===== src/rtl/mat_row_read_arbiter.sv =====
// mat_row_read_arbiter
//
// Two-requester round-robin arbiter and read sequencer in front of the matrix
// row memory's Avalon-MM read slave. The winning requester gets a burst of
// consecutive rows. The rows wrap modulo NUM_ROWS. Each row is a single Avalon
// read, and only one read is outstanding at a time. Each returned row is
// registered and steered to the granted requester.
//
// Optional feature (macro ARB_TIMEOUT_EN): a watchdog aborts a burst when the
// slave does not return data within TIMEOUT_CYCLES cycles of accepting a read.
// The abort pulses err together with done. When the macro is undefined,
// WAIT_DATA waits indefinitely and err is tied low.
//
// Ports:
//   clk                clock, all logic on the rising edge
//   reset              asynchronous, active-high reset
//   req[1:0]           per-requester burst request (level, held until grant)
//   row_base0/1        start row of requester 0/1
//   row_cnt0/1         row count of requester 0/1 (0 = empty burst, >NUM_ROWS clamps)
//   grant[1:0]         one-hot, high for the whole burst including the DONE cycle
//   rd_data            last returned row (registered, holds between pulses)
//   rd_valid[1:0]      one-cycle pulse on the granted requester's bit with rd_data
//   done[1:0]          one-cycle pulse on the granted requester's bit at burst end
//   err                one-cycle watchdog abort pulse (0 without ARB_TIMEOUT_EN)
//   busy               high whenever the sequencer is not IDLE
//   avm_address        current row index, zero-extended to ADDR_W
//   avm_read           Avalon read strobe
//   avm_readdata       slave read data
//   avm_readdatavalid  slave read data valid
//   avm_waitrequest    slave stall
//   dbg_state          current FSM state (IDLE=0, ISSUE=1, WAIT_DATA=2, DONE=3)
//
// Handshake: the Avalon master side follows read/waitrequest semantics.
// avm_read and avm_address are held stable from the first ISSUE cycle until
// a rising edge at which avm_waitrequest is low. That edge transfers the read.
// Data is then accepted only in WAIT_DATA on avm_readdatavalid. A
// readdatavalid at any other time is stale and is dropped. On the requester
// side, req acts as a "valid" that must stay high until grant. Deasserting req
// after the grant does not cancel the burst.

module mat_row_read_arbiter #(
  parameter int NUM_ROWS       = 8,
  parameter int ADDR_W         = 32,
  parameter int DATA_W         = 64,
  parameter int TIMEOUT_CYCLES = 64
) (
  input  logic                        clk,
  input  logic                        reset,
  input  logic [1:0]                  req,
  input  logic [$clog2(NUM_ROWS)-1:0] row_base0,
  input  logic [3:0]                  row_cnt0,
  input  logic [$clog2(NUM_ROWS)-1:0] row_base1,
  input  logic [3:0]                  row_cnt1,
  output logic [1:0]                  grant,
  output logic [DATA_W-1:0]           rd_data,
  output logic [1:0]                  rd_valid,
  output logic [1:0]                  done,
  output logic                        err,
  output logic                        busy,
  output logic [ADDR_W-1:0]           avm_address,
  output logic                        avm_read,
  input  logic [DATA_W-1:0]           avm_readdata,
  input  logic                        avm_readdatavalid,
  input  logic                        avm_waitrequest,
  output logic [1:0]                  dbg_state
);

  localparam int ROW_W = $clog2(NUM_ROWS);
  // Enough bits to hold NUM_ROWS itself (a full-matrix burst).
  localparam int REM_W = ROW_W + 1;

  typedef enum logic [1:0] {
    S_IDLE      = 2'd0,
    S_ISSUE     = 2'd1,
    S_WAIT_DATA = 2'd2,
    S_DONE      = 2'd3
  } state_t;

  state_t             state;
  state_t             state_nx;
  logic [ROW_W-1:0]   row;
  logic [REM_W-1:0]   remaining;
  // Requester that won last. Reset to 1 so requester 0 is favoured first.
  logic               last_g;

  logic               pick;
  logic [ROW_W-1:0]   sel_base;
  logic [3:0]         sel_cnt;
  logic [REM_W-1:0]   sel_cnt_clamped;
  logic               abort;

  // ---------------------------------------------------------------------------
  // Arbitration (evaluated only in IDLE)
  // ---------------------------------------------------------------------------
  always_comb begin
    pick = 1'b0;
    case (req)
      2'b01:   pick = 1'b0;
      2'b10:   pick = 1'b1;
      2'b11:   pick = ~last_g;
      default: pick = 1'b0;
    endcase
  end

  always_comb begin
    sel_base = pick ? row_base1 : row_base0;
    sel_cnt  = pick ? row_cnt1  : row_cnt0;
    if (int'(sel_cnt) > NUM_ROWS) begin
      sel_cnt_clamped = REM_W'(NUM_ROWS);
    end else begin
      sel_cnt_clamped = REM_W'(sel_cnt);
    end
  end

  // ---------------------------------------------------------------------------
  // Watchdog
  // ---------------------------------------------------------------------------
`ifdef ARB_TIMEOUT_EN
  localparam int TMO_W = $clog2(TIMEOUT_CYCLES) + 1;

  logic [TMO_W-1:0] tmo_cnt;

  // Every WAIT_DATA entry comes from ISSUE. Clearing the counter in ISSUE
  // therefore restarts the count for each accepted read.
  always_ff @(posedge clk or posedge reset) begin
    if (reset) begin
      tmo_cnt <= '0;
    end else if (state == S_ISSUE) begin
      tmo_cnt <= '0;
    end else if (state == S_WAIT_DATA) begin
      tmo_cnt <= tmo_cnt + TMO_W'(1);
    end
  end

  // Fires in the TIMEOUT_CYCLES-th WAIT_DATA cycle if data has still not come.
  assign abort = (state == S_WAIT_DATA) && !avm_readdatavalid &&
                 (tmo_cnt == TMO_W'(TIMEOUT_CYCLES - 1));
`else
  localparam int unused_timeout_cycles = TIMEOUT_CYCLES;

  assign abort = 1'b0;
`endif

  // ---------------------------------------------------------------------------
  // Next-state logic
  // ---------------------------------------------------------------------------
  always_comb begin
    state_nx = state;
    case (state)
      S_IDLE: begin
        if (|req) begin
          state_nx = (sel_cnt_clamped == '0) ? S_DONE : S_ISSUE;
        end
      end
      S_ISSUE: begin
        if (!avm_waitrequest) begin
          state_nx = S_WAIT_DATA;
        end
      end
      S_WAIT_DATA: begin
        if (avm_readdatavalid) begin
          state_nx = (remaining == REM_W'(1)) ? S_DONE : S_ISSUE;
        end else if (abort) begin
          state_nx = S_IDLE;
        end
      end
      S_DONE: begin
        state_nx = S_IDLE;
      end
      default: begin
        state_nx = S_IDLE;
      end
    endcase
  end

  // ---------------------------------------------------------------------------
  // State and datapath registers
  // ---------------------------------------------------------------------------
  always_ff @(posedge clk or posedge reset) begin
    if (reset) begin
      state     <= S_IDLE;
      grant     <= 2'b00;
      last_g    <= 1'b1;
      row       <= '0;
      remaining <= '0;
      rd_data   <= '0;
      rd_valid  <= 2'b00;
    end else begin
      state    <= state_nx;
      rd_valid <= 2'b00;
      case (state)
        S_IDLE: begin
          if (|req) begin
            grant     <= pick ? 2'b10 : 2'b01;
            row       <= sel_base;
            remaining <= sel_cnt_clamped;
          end
        end
        S_WAIT_DATA: begin
          if (avm_readdatavalid) begin
            rd_data   <= avm_readdata;
            rd_valid  <= grant;
            // Power-of-two NUM_ROWS: the natural wrap of row gives modulo.
            row       <= row + ROW_W'(1);
            remaining <= remaining - REM_W'(1);
          end else if (abort) begin
            grant     <= 2'b00;
            last_g    <= grant[1];
            remaining <= '0;
          end
        end
        S_DONE: begin
          grant  <= 2'b00;
          last_g <= grant[1];
        end
        default: begin
        end
      endcase
    end
  end

  // ---------------------------------------------------------------------------
  // Outputs
  // ---------------------------------------------------------------------------
  assign avm_read    = (state == S_ISSUE);
  assign avm_address = (state == S_ISSUE) ? ADDR_W'(row) : '0;
  assign busy        = (state != S_IDLE);
  // grant is still set during DONE and during the abort cycle, so it selects the done bit.
  assign done        = ((state == S_DONE) || abort) ? grant : 2'b00;
  assign err         = abort;
  assign dbg_state   = state;

endmodule


===== config.mk =====
export PLATFORM = sky130hd
export DESIGN_NAME = mat_row_read_arbiter
export DESIGN_NICKNAME = d
export VERILOG_FILES = /design/src/rtl/mat_row_read_arbiter.sv
export SDC_FILE = /design/constraint.sdc
export NUM_CORES = 1
export LEC_CHECK = 0
export CAP_MARGIN = 15
export CELL_PAD_IN_SITES_DETAIL_PLACEMENT = 0
export CELL_PAD_IN_SITES_GLOBAL_PLACEMENT = 2
export CORE_ASPECT_RATIO = 0.75
export CORE_MARGIN = 5
export CORE_UTILIZATION = 19
export CTS_CLUSTER_SIZE = 10
export DETAILED_ROUTE_END_ITERATION = 12
export PLACE_DENSITY = 0.81
export SLEW_MARGIN = 40
export SYNTH_ARGS = -nofsm -noshare
export SYNTH_HDL_FRONTEND = slang
export SYNTH_SLANG_ARGS = --single-unit

===== constraint.sdc =====
create_clock -name clk -period 3.1 [get_ports clk]
set_clock_uncertainty 0.2 [all_clocks]
set_input_delay 0.93 -clock clk [delete_from_list [all_inputs] [get_ports clk]]
set_output_delay 0.93 -clock clk [all_outputs]
set_load 0.1 [all_outputs]

==> flow_summary.toml, run 1 <==
[outcome]
status = "completed"

[clock_tree]
cts_buffers = 9
path_clk_slew_ns = 0.06
post_cts_buffers = 0
clk-insertion-delay-late_ns = 0.33
hold_buffers = 0
cts.sinks = 78
cts_buffer_depth = 2
cts.repair.resized = 0
cts-root-buf = "clkbuf_16"
cts_tree = "built"
cts_max_level = 3

[yosys]
ys_seq_area_frac = 0.551
yosysWarnings = 0
syn-instance-count = 400
synth-seq-cells = 78
postSynthAreaPerCell_um2 = 8.86
yosysTopAreaCell = "dfrtp_1"
ys_async_sr_fraction = 1.00
synth.top_cell.area_share = 0.544
synthTopCellsByCount = "197 x nand2_1, 77 x dfrtp_1, 34 x buf_4"
synth_edf_count = 0
ys_dominant_reg_cell = "dfrtp_1"
syn_area_mm2 = 0.00354
synth_most_common_cell = "nand2_1"
ys_top_cells_by_area = "dfrtp_1 54%, nand2_1 21%, buf_4 7.2%"
synth_cell_types = 45

[critical_path]
crit_buf_inv = 2
endpoint_kind = "output port"
reg2reg_depth = 4
r2r_slack_ns = 1.24
required_ns = 1.97
r2r-end = "remaining[3]"
crit_chain = "inv_1 -> nor2_4 -> and2_4 -> buf_12"
r2r_start = "dbg_state[1]"
cp-start-kind = "flip-flop"
slowest_stage = "dfrtp_2"
crit_type = "flip-flop to output port"
cp_top_family = "flip-flops"
crit_start = "dbg_state[0]"
path_depth = 4
worstPathArrival_ns = 1.51
setup.worst_path.end = "avm_address[0]"
cp_max_fo = 12
slowest_delay_ns = 0.49

[floorplan]
start_util = 0.193
dieWidth_um = 168
fp-row-count = 43
io-pin-count = 191
die-area_mm2 = 0.0215
dieHeight_um = 128
design.core.area_mm2 = 0.0184

[layout]
drive_above_1_share = 0.208
n_fill_cell = 1963
design_area_mm2 = 0.00549
multiInputGateArea_mm2 = 0.00135
nets = 645
area_growth_pct = 54.9
final-seq-area_mm2 = 0.00196
instances_no_fill = 810
diodes = 0

[timing]
timing.fmax_mhz = 379
tightestPinTransition_ns = 0.614
finalHoldWorstSlack_ns = 0.277
setup_viol = 0
rsz0062_at_grt = "no"
finalSetupTns_ns = 0
fin_crit_ns = 2.64
slew_headroom = 0.590
hold_viol_final = 0
slew_violations = 0
final.period_utilization = 0.851

[place]
io_buffers = 160
dpl.cell_count = 794
gp_congestion = 0.753
hpwl_um = 7920
post_dp_cell_area_mm2 = 0.00519

[drt]
drc = 0
vias_per_cell = 3.80
first_pass_iters = 4
route.antenna.remaining_nets = 0
postRouteWirelength_um = 10800
detail_route.wl_per_cell_um = 13.3
vias = 3080
first_iter_violations = 152

[global_routing]
grt_start_max_net_pins = 45
grt_remaining_overflow = 0
grtUsageTotal = 0.0982
grt_pass1_vias = 3262
antenna_found_initial = 0
grt_pass1_wl_um = 17000

[hold_path]
worstHoldPathType = "flip-flop to flip-flop"

[run]
maxCapViolations = 0
-- layer usage --
layer | vias to the layer above | global-route usage | share of wire
li1 | 1519 | - | -
met1 | 1430 | 0.118 | 0.44
met2 | 119 | 0.161 | 0.46
met3 | 12 | 0.0450 | 0.086
met4 | 0 | 0.0267 | 0.010
met5 | - | 0 | 0
-- cell families (layout without fill, tap and decap cells) --
| family | count (synthesis) | in the layout | synth area share |
|---|---|---|---|
| AND/OR/NAND/NOR | 223 | 223 | 0.252 |
| flip-flops | 78 | 78 | 0.551 |
| buffers and inverters | 59 | 193 | 0.108 |
| AO/OA/AOI/OAI | 31 | 31 | 0.0625 |
| multiplexers | 5 | 5 | 0.0145 |
| adder cells (fa/ha/maj) | 3 | 3 | 0.0106 |
| other | 1 | 30 | 0.00106 |
-- cell type report --
class / count / area share
flip-flops and latches: 78 / 0.356
multi-input cells: 292 / 0.245
clock buffers: 11 / 0.0442
clock inverters: 5 / 0.0107
repair buffers: 167 / 0.280
inverters: 10 / 0.00752
well taps: 247 / 0.0563
-- state kept, by name (all words and copies together) (netlist names) --
name,count
row,3
dbg_state,2
rd_valid,2
rd_data,64
remaining,4
last_g,1
grant,2
-- per-stage QoR --
step	utilization	setup WS, ns
3_3_place_gp	0.282	0.373
4_1_cts	0.298	0.432
5_1_grt	0.298	0.355
3_5_place_dp	0.282	0.330
6_report	0.298	0.461
2_1_floorplan	-	0.0382
-- worst min path at each step --
stage / start / end / slack, ns / depth (start not counted)
after floorplan: row[1] / row[1] / 0.28 / 1
after global placement: rd_data[47] / rd_data[47] / 0.26 / 2
after detailed placement: rd_data[23] / rd_data[23] / 0.27 / 2
after CTS: rd_data[23] / rd_data[23] / 0.28 / 2
after global routing: rd_data[51] / rd_data[51] / 0.30 / 2
final: rd_data[23] / rd_data[23] / 0.28 / 2
-- worst reg2reg max path: cells and delay by family, from the launching register on --
family,cells,cell delay (ns)
AND/OR/NAND/NOR,1,0.14
AO/OA/AOI/OAI,3,0.83
flip-flops,1,0.56
-- placed cells by master (no fill, tap or decap), types with 4 or more instances in the layout --
cell               n
nand2_1          196
buf_4             78
clkbuf_16          9
a21oi_1            5
o21ai_0            7
buf_12             6
nor2_1             5
clkdlybuf4s50_1   83
inv_1              9
conb_1            30
dfrtp_1           75
mux2i_1            4
Power of run 1 is left out: the tool's default activity adds up to more than one toggle a clock period on the data nets, which glitch-free logic cannot reach.
==> run 2, diff against run 1 <==
--- a/config.mk
+++ b/config.mk
@@ -9,7 +9,6 @@
 export CELL_PAD_IN_SITES_DETAIL_PLACEMENT = 0
 export CELL_PAD_IN_SITES_GLOBAL_PLACEMENT = 2
 export CORE_ASPECT_RATIO = 0.75
-export CORE_MARGIN = 5
 export CORE_UTILIZATION = 19
 export CTS_CLUSTER_SIZE = 10
 export DETAILED_ROUTE_END_ITERATION = 12
==> run 2 against run 1 <==
First-iteration DRC count is 3.9% higher; cell area hardly changed; core utilization is 0.68 points higher; die area is 11% lower; non-clock buffer count is 1 lower; critical endpoint is now avm_address[1]; highest routed layer unchanged.
==> flow_summary.toml, run 2 (synthesis gave the netlist of run 1 again) <==
[clock_tree]
post_cts_buffers = 0
cts.repair.resized = 0
clk-insertion-delay-late_ns = 0.34
hold_buffers = 0
cts_max_level = 3
cts_buffers = 9
path_clk_slew_ns = 0.06
cts_tree = "built"
cts-root-buf = "clkbuf_16"
cts_buffer_depth = 2
cts.sinks = 78

[layout]
drive_above_1_share = 0.207
largest_reg_flops = 64
n_fill_cell = 1920
top_register = "rd_data"
nets = 644
final_util = 0.305
diodes = 0
area_growth_pct = 54.8
mostFrequentLayoutCells = "196 x nand2_1, 83 x clkdlybuf4s50_1, 78 x buf_4"
design_area_mm2 = 0.00549
final_common_cell = "nand2_1"
biggestRegsByFlops = "rd_data: 64 flops, remaining: 4 flops, row: 3 flops"

[place]
gp_congestion = 0.765
hpwl_um = 6920
post_dp_cell_area_mm2 = 0.00516
place_ws_ns = 0.335
io_buffers = 160

[drt]
first_iter_violations = 158
vias = 3053
detail_route.wl_per_cell_um = 12.1
first_pass_iters = 4
wl_met1_um = 4550
vias_per_cell = 3.80
route.antenna.remaining_nets = 0
top_layer_used = "met4"
wl_met3_um = 823
postRouteWirelength_um = 9690
drc = 0
wl_met2_um = 4180

[critical_path]
reg2reg_depth = 4
r2r_slack_ns = 1.22
crit_type = "flip-flop to output port"
required_ns = 1.97
endpoint_kind = "output port"
cp_max_fo = 12
cp-start-kind = "flip-flop"
worstPathArrival_ns = 1.51

[timing]
slew_violations = 0
setup_viol = 0
fin_crit_ns = 2.64
hold_viol_final = 0
finalSetupTns_ns = 0
worst_slack_ns = 0.459
final.period_utilization = 0.852
rsz0062_at_grt = "no"
timing.fmax_mhz = 379

[floorplan]
start_util = 0.197
io-pin-count = 191
design.core.area_mm2 = 0.0180
die-area_mm2 = 0.0192
fp-row-count = 42
dieHeight_um = 120
dieWidth_um = 160

[hold_path]
worstHoldPathType = "flip-flop to flip-flop"
hold_depth = 2

[global_routing]
grt_remaining_overflow = 0
grtUsageTotal = 0.106
grt_pass1_wl_um = 15900
antenna_found_initial = 0
grt_pass1_vias = 3145
grt_start_max_net_pins = 79

[outcome]
status = "completed"

[run]
maxCapViolations = 0
[run 2: cell types whose count changed in the layout (fill, tap and decap cells not counted), sizes merged]
cell,delta
clkinvlp,-2
buf,-1
bufinv,+1
[run 2: final cells by class]
cell class	count	area [µm²]	share of cell area
sequential	78	1960	0.356
timing repair buffer	166	1520	0.276
multi-input combinational	292	1350	0.246
clock buffer	11	253	0.0461
clock inverter	4	70.1	0.0128
tap	242	303	0.0552
inverter	10	41.3	0.00753
[run 2: routing by layer]
layer | GRT usage | vias up
li1 | - | 1504
met1 | 0.135 | 1432
met2 | 0.158 | 107
met5 | 0 | -
met4 | 0.0415 | 0
met3 | 0.0456 | 10
[run 2: through the flow]
stage	std cells	hold slack (ns)
3_5_place_dp	788	0.264
2_1_floorplan	429	0.276
4_1_cts	803	0.280
5_1_grt	803	0.305
6_report	803	0.276
3_3_place_gp	788	0.261
[run 2: path summary, 6_finish.rpt]
kind                              start              to
max                        dbg_state[0]  avm_address[1]
min                         rd_data[46]     rd_data[46]
max reg2reg                dbg_state[1]    remaining[0]
min reg2reg                 rd_data[46]     rd_data[46]
max in group asynchronous         reset          last_g
min in group asynchronous         reset     rd_data[16]
[run 2: worst max-delay path: stages, from the launching register on]
cell and delay [ns]:
dfrtp_2 0.49, inv_1 0.12, nor2_4 0.21, and2_4 0.19, buf_12 0.16
Power of run 2 is left out for the same reason.
